[src/rtl/pp_6_pkg.sv]
// Shared types and constants for the pp_6 a-then-b sequence detector.
package pp_6_pkg;

  localparam int CNT_W = 4;

  typedef enum logic [1:0] {
    IDLE  = 2'd0,
    GOT_A = 2'd1,
    DET   = 2'd2
  } state_t;

endpackage

[src/rtl/pp_6_hold_cnt.sv]
// Retriggerable hold counter: load wins, otherwise count down and stop at 0.
// o_nz is registered so the detect flag never sees a combinational input path.
module pp_6_hold_cnt
  import pp_6_pkg::*;
(
  input  logic             clk,
  input  logic             rst,
  input  logic             i_load,
  input  logic [CNT_W-1:0] i_load_val,
  output logic             o_nz
);

  logic [CNT_W-1:0] r_cnt;
  logic [CNT_W-1:0] w_cnt_nxt;
  logic             r_nz;

  always_comb begin
    w_cnt_nxt = r_cnt;
    if (i_load) begin
      w_cnt_nxt = i_load_val;
    end else if (r_cnt != '0) begin
      w_cnt_nxt = r_cnt - 1'b1;
    end
  end

  always_ff @(posedge clk or posedge rst) begin
    if (rst) begin
      r_cnt <= '0;
      r_nz  <= 1'b0;
    end else begin
      r_cnt <= w_cnt_nxt;
      r_nz  <= (w_cnt_nxt != '0);
    end
  end

  assign o_nz = r_nz;

endmodule

[src/rtl/pp_6.sv]
// a-then-b sequence detector with a HOLD_CYCLES-wide registered detect pulse.
// Optional macro PP_6_STICKY_EN latches y high after the first detection until reset.
module pp_6
  import pp_6_pkg::*;
#(
  parameter int HOLD_CYCLES = 1
) (
  input  logic   a,
  input  logic   b,
  output logic   y,
  input  logic   Rst,
  input  logic   Clk,
  output state_t o_dbg_state
);

  localparam logic [CNT_W-1:0] LP_HOLD = CNT_W'(HOLD_CYCLES);

  state_t r_state;
  state_t w_state_nxt;
  logic   w_load;
  logic   w_nz;

  always_ff @(posedge Clk or posedge Rst) begin
    if (Rst) begin
      r_state <= IDLE;
    end else begin
      r_state <= w_state_nxt;
    end
  end

  // In GOT_A, b outranks a so that a=b=1 completes a detection.
  always_comb begin
    w_state_nxt = IDLE;
    case (r_state)
      IDLE:    w_state_nxt = a ? GOT_A : IDLE;
      GOT_A: begin
        if (b)      w_state_nxt = DET;
        else if (a) w_state_nxt = GOT_A;
        else        w_state_nxt = IDLE;
      end
      DET:     w_state_nxt = a ? GOT_A : IDLE;
      default: w_state_nxt = IDLE;
    endcase
  end

  assign w_load      = (w_state_nxt == DET);
  assign o_dbg_state = r_state;

  pp_6_hold_cnt u_hold_cnt (
    .clk        (Clk),
    .rst        (Rst),
    .i_load     (w_load),
    .i_load_val (LP_HOLD),
    .o_nz       (w_nz)
  );

`ifdef PP_6_STICKY_EN
  logic r_sticky;

  always_ff @(posedge Clk or posedge Rst) begin
    if (Rst) begin
      r_sticky <= 1'b0;
    end else if (w_nz) begin
      r_sticky <= 1'b1;
    end
  end

  assign y = w_nz | r_sticky;
`else
  assign y = w_nz;
`endif

endmodule

[config.mk]
export PLATFORM = sky130hd
export DESIGN_NAME = pp_6
export DESIGN_NICKNAME = d
export VERILOG_FILES = /design/src/rtl/pp_6_pkg.sv /design/src/rtl/pp_6_hold_cnt.sv /design/src/rtl/pp_6.sv
export SDC_FILE = /design/constraint.sdc
export NUM_CORES = 1
export LEC_CHECK = 0
export CAP_MARGIN = 20
export CORE_AREA = 2 2 39 41
export DETAILED_ROUTE_END_ITERATION = 7
export DIE_AREA = 0 0 41 43
export PLACE_DENSITY_LB_ADDON = 0.12
export SKIP_CTS_REPAIR_TIMING = 1
export SLEW_MARGIN = 10
export SYNTH_ARGS = -nofsm -noshare
export SYNTH_HDL_FRONTEND = slang
export SYNTH_SLANG_ARGS = --single-unit
[constraint.sdc]
create_clock -name Clk -period 1.4 [get_ports Clk]
set_input_delay 0.14 -clock Clk [delete_from_list [all_inputs] [get_ports Clk]]
set_output_delay 0.14 -clock Clk [all_outputs]
set_load 0.005 [all_outputs]
# Word-level counts from Yosys, hierarchy flattened
# Index checks and enable logic that the tools add are counted.
# op_classes
mux	5
n_shift	0
n_lt_le_gt_ge	0
bitwise	0
n_eq_ne	3
mul	0
n_addsub	1
div_mod_pow	0
reduce_logical	4
# op_table
op	count
2-to-1 mux 4 bit	2
nonzero test 4 bit	2
equality test 2 bit, second input constant	2
case mux 2 bit (2 select lines)	1
subtractor 4 x 1 -> 4 bit, second input constant	1
equality test 2 x 1 -> 1 bit, second input constant	1
zero test 2 bit	1
2-to-1 mux 2 bit	1
OR reduction 2 bit	1
2-to-1 mux 1 bit	1
# word_totals
wordCells	16
in_bits	4
out_inout_bits	3
latch_bits	0
n_memories	0
register_bits	7
rom_bits	0
mem_bits_rw	0

# Longest topological paths before layout
# depth
depth_word	6
depth_mapped	5
mapped_depth_nobuf	5

# Cells and area by module
# From an unflattened synthesis, not the netlist that was laid out.
# hier_totals
hier_cells	34
hier_area_um2	361.6
# by_module_without_submodules
module	cells_per_inst	area_each_um2	n_inst
pp_6_hold_cnt	25	269.0	1
pp_6	9	92.6	1

# Worst setup path before layout
# OpenSTA, ideal clock, no wires.
# synth_timing
kind	reg2reg
startpoint	reg u_hold_cnt.r_cnt[0]
endpoint	reg u_hold_cnt.r_nz, in the netlist u_hold_cnt.o_nz
t_arrival_ps	1207
period_less_slack_ps	1338
path_buffers	0
slack_ps	62
stages_incl_launch_ff	6
t_required_ps	1269
setup_ps	131
path_cell_list	dfrtp_1 -> inv_1 -> ha_1 -> nor2b_1 -> a32oi_1 -> or3_1
# synth_via
elab_chain_len	4
# synth_lines
item	line_no	rtl
from (decl)	pp_6_hold_cnt.sv:13	logic [CNT_W-1:0] r_cnt;
from (signal assigned)	pp_6_hold_cnt.sv:31	r_cnt <= w_cnt_nxt;
subtractor 4 x 1 -> 4 bit or nonzero test 4 bit (tied branches)	pp_6_hold_cnt.sv:22, pp_6_hold_cnt.sv:21	
2-to-1 mux 4 bit *	pp_6_hold_cnt.sv:21	end else if (r_cnt != '0) begin
2-to-1 mux 4 bit *	pp_6_hold_cnt.sv:19	if (i_load) begin
nonzero test 4 bit *	pp_6_hold_cnt.sv:32	r_nz <= (w_cnt_nxt != '0);
to (signal assigned)	pp_6_hold_cnt.sv:32	
to (decl)	pp_6_hold_cnt.sv:15	logic r_nz;
# Mark *: on every way between the ends. The rest lies on a longest branch, timed or not.

# Final worst setup path
# layout_timing
startpoint	reg u_hold_cnt.r_cnt[1]
endpoint	reg u_hold_cnt.r_nz, in the netlist u_hold_cnt.o_nz
# The elaborated chain is that of the path after synthesis.

==> summary.txt <==
Synth
  – Top-area cell type share of the netlist area: 0.495
  – Number of synthesized flops with an enable pin: 0
  – Sequential cell area fraction in the yosys report: 0.495
  – Cells after Synth: 32
  – Synthesized area per cell: 11.1 um^2
  – Mapped Nets: 37
  – Most instantiated library cell after synthesis: dfrtp_1
  – Area leader, netlist: dfrtp_1
  – Most common flop cell mapped by yosys: dfrtp_1
  – FFs w/ async S/R, synth: 1.00
  – Mapped cell area: 354 um^2
  – Top cells by area, synth: dfrtp_1, nor2b_1, nor3b_4
  – Library cells used by synthesis: 18
  – Top cells by count, synth: dfrtp_1, nor2_1, inv_1, nor2b_1, xnor2_1
  – Synth Register Bits: 7
  – Ys Warns: 0

Setup path
  – Reg2Reg Depth: 5
  – Critical path's largest stage delay: 0.39 ns
  – Worst R2R Start: u_hold_cnt.r_cnt[1]$_DFF_PP0_
  – Reg2reg end: u_hold_cnt.o_nz$_DFF_PP0_
  – Delay-heaviest family, CP: flip-flops
  – CP Launch Type: flop
  – Crit Path Category: flop to flop
  – CP Cell Sequence: inv_1 > ha_4 > xnor2_1 > a32oi_1 > or3_1
  – Reg2reg setup slack: 0.09 ns
  – WP buf/inv: 1
  – Critical Path RT: 1.54 ns
  – Crit-path max FO: 4
  – Crit-path slowest cell: dfrtp_1
  – Crit path capture type: flop
  – Worst EP arrival: 1.45 ns

Place
  – Pre-CTS setup slack: -0.00495 ns
  – Post-DP Area: 445 um^2
  – DP HPWL: 502 um
  – IO Port Bufs: 6
  – Final GP Congestion: 0.685

Power
  – Pwr Density: 2170 nW/um^2
  – Final Total Pwr: 1.07 mW
  – Internal Pwr Total: 697 uW
  – Sequential Power Share: 0.327
  – Logic pwr share: 0.499
  – Worst VDD drop: 0.605 mV
  – Switching Fraction: 0.348
  – LEAKAGE: 0.213 nW
  – Power share of the clock group: 0.174
  – Sw power: 373 uW

Clocking
  – Reg clk slew, reported paths: 0.05 ns
  – Sink Count: 7
  – Clock Latency Late Sink: 0.26 ns
  – Clock tree buffer depth: 2
  – Total CTS buffers: 3
  – Clk root buf: clkbuf_4
  – CTS tree: done
  – H-tree levels: 1

Layout
  – Nets: 50
  – Area delta synth->final: 38.9%
  – Layout cells sized above 1: 0.227
  – N_diodes: 0
  – Post-route cell area: 492 um^2
  – Fillers: 143

Floorplanning
  – Full die area: 1760 um^2
  – Die Y: 43 um
  – Core Box Area: 1380 um^2
  – Die X: 41 um
  – I/O Pins: 7
  – Starting density of the core: 0.256
  – FP Rows: 14

GRT
  – Largest net degree at the start of global routing: 8
  – GR Util All Layers: 0.105
  – Antenna violations before repair: 0
  – Vias in the first global route: 259
  – Congestion Overflow GR: 0
  – First-pass GRT wire length: 1190 um

Detailed routing
  – DRT iter0 DRCs: 3
  – Post-detailed-route count of antenna-violating nets: 0
  – Vias per cell: 4.37
  – First drt pass iteration count: 4
  – Vias: 262
  – WL/cell: 10.9 um
  – Final wirelength: 652 um
  – DRC Markers: 0

Timing
  – Period utilisation layout: 0.939
  – Max Clock Freq: 761 MHz
  – Hold Fails Final Rpt: 0
  – Fin Clk Skew: 0.00629 ns
  – Hold_ws: 0.122 ns
  – Worst rel slew slack: 0.808
  – Final slew viol count: 0
  – RSZ-0062 raised after global routing: no
  – Final worst setup slack: 0.0858 ns
  – Actual slew at the worst max-slew pin: 0.287 ns
  – Final setup fails: 0
  – Final Critical Period: 1.31 ns

Min path
  – HP Class: primary input to async pin

Run
  – Max-Cap Viols: 0

Run status
  – Outcome: completed
cells in the final DEF, fill, tap and decap left out:
master,Yosys,final
or3_1,1,1
a211oi_2,1,1
nor3b_4,1,1
inv_1,3,3
nor3_1,1,1
a32oi_1,1,1
nor2b_1,3,2
nor2b_4,0,1
clkbuf_1,0,1
buf_4,0,3
xnor2_1,2,2
nor2_1,4,4
clkdlybuf4s50_1,0,6
a21oi_1,1,1
and3b_1,1,1
dfrtp_1,7,7
o21ai_0,1,1
mux2i_1,1,1
ha_4,0,1
clkbuf_4,0,3
and2_1,1,1
nand2b_1,1,1
layer usage:
layer	track usage	share of wire	up-vias
li1	-	-	132
met1	0.130	0.45	123
met2	0.144	0.46	5
met3	0.0471	0.049	2
met4	0.0600	0.034	0
met5	0	0	-
power groups by stage:
stage	combinational [mW]	clock [mW]	sequential, mW
after floorplan	0.338	0	0.341
after global placement	0.465	0	0.346
after detailed placement	0.473	0	0.348
after CTS	0.481	0.195	0.345
after global routing	0.611	0.208	0.365
final	0.533	0.186	0.350
logic make-up after synthesis:
group | count (synthesis) | synth area share
xor+xnor | 2 | 0.0495
flops | 7 | 0.495
compound gates | 4 | 0.0883
simple gates | 13 | 0.240
buf+inv | 4 | 0.0636
mux | 1 | 0.0283
fa+ha+maj | 1 | 0.0353
layout make-up:
type | instances | area [um^2] | share of cell area
multi-input cells | 21 | 176 | 0.359
flip-flops and latches | 7 | 175 | 0.356
repair buffers | 9 | 82.6 | 0.168
clock buffers | 4 | 26.3 | 0.0534
well taps | 16 | 20.0 | 0.0407
inverters | 3 | 11.3 | 0.0229
state kept, by name, indices dropped and copies added (netlist names):
register and cells:
u_hold_cnt.o_nz 1, o_dbg_state 2, u_hold_cnt.r_cnt 4
per-stage QoR:
stage / std cells / utilization / setup TNS [ns]
floorplan: 32 / - / 0
global placement: 56 / 0.322 / 0
detailed placement: 56 / 0.322 / -0.00495
CTS: 60 / 0.341 / -0.0189
global route: 60 / 0.355 / 0
finish: 60 / 0.355 / 0
how the worst max path moves through the flow:
stage                                  start                         to  cells past startpoint
2_1_floorplan  u_hold_cnt.r_cnt[0]$_DFF_PP0_  u_hold_cnt.o_nz$_DFF_PP0_                      5
3_3_place_gp   u_hold_cnt.r_cnt[1]$_DFF_PP0_  u_hold_cnt.o_nz$_DFF_PP0_                      5
3_5_place_dp   u_hold_cnt.r_cnt[1]$_DFF_PP0_  u_hold_cnt.o_nz$_DFF_PP0_                      5
4_1_cts        u_hold_cnt.r_cnt[1]$_DFF_PP0_  u_hold_cnt.o_nz$_DFF_PP0_                      5
5_1_grt        u_hold_cnt.r_cnt[0]$_DFF_PP0_  u_hold_cnt.o_nz$_DFF_PP0_                      5
6_report       u_hold_cnt.r_cnt[1]$_DFF_PP0_  u_hold_cnt.o_nz$_DFF_PP0_                      5
Power figures use the tool's default switching activity.
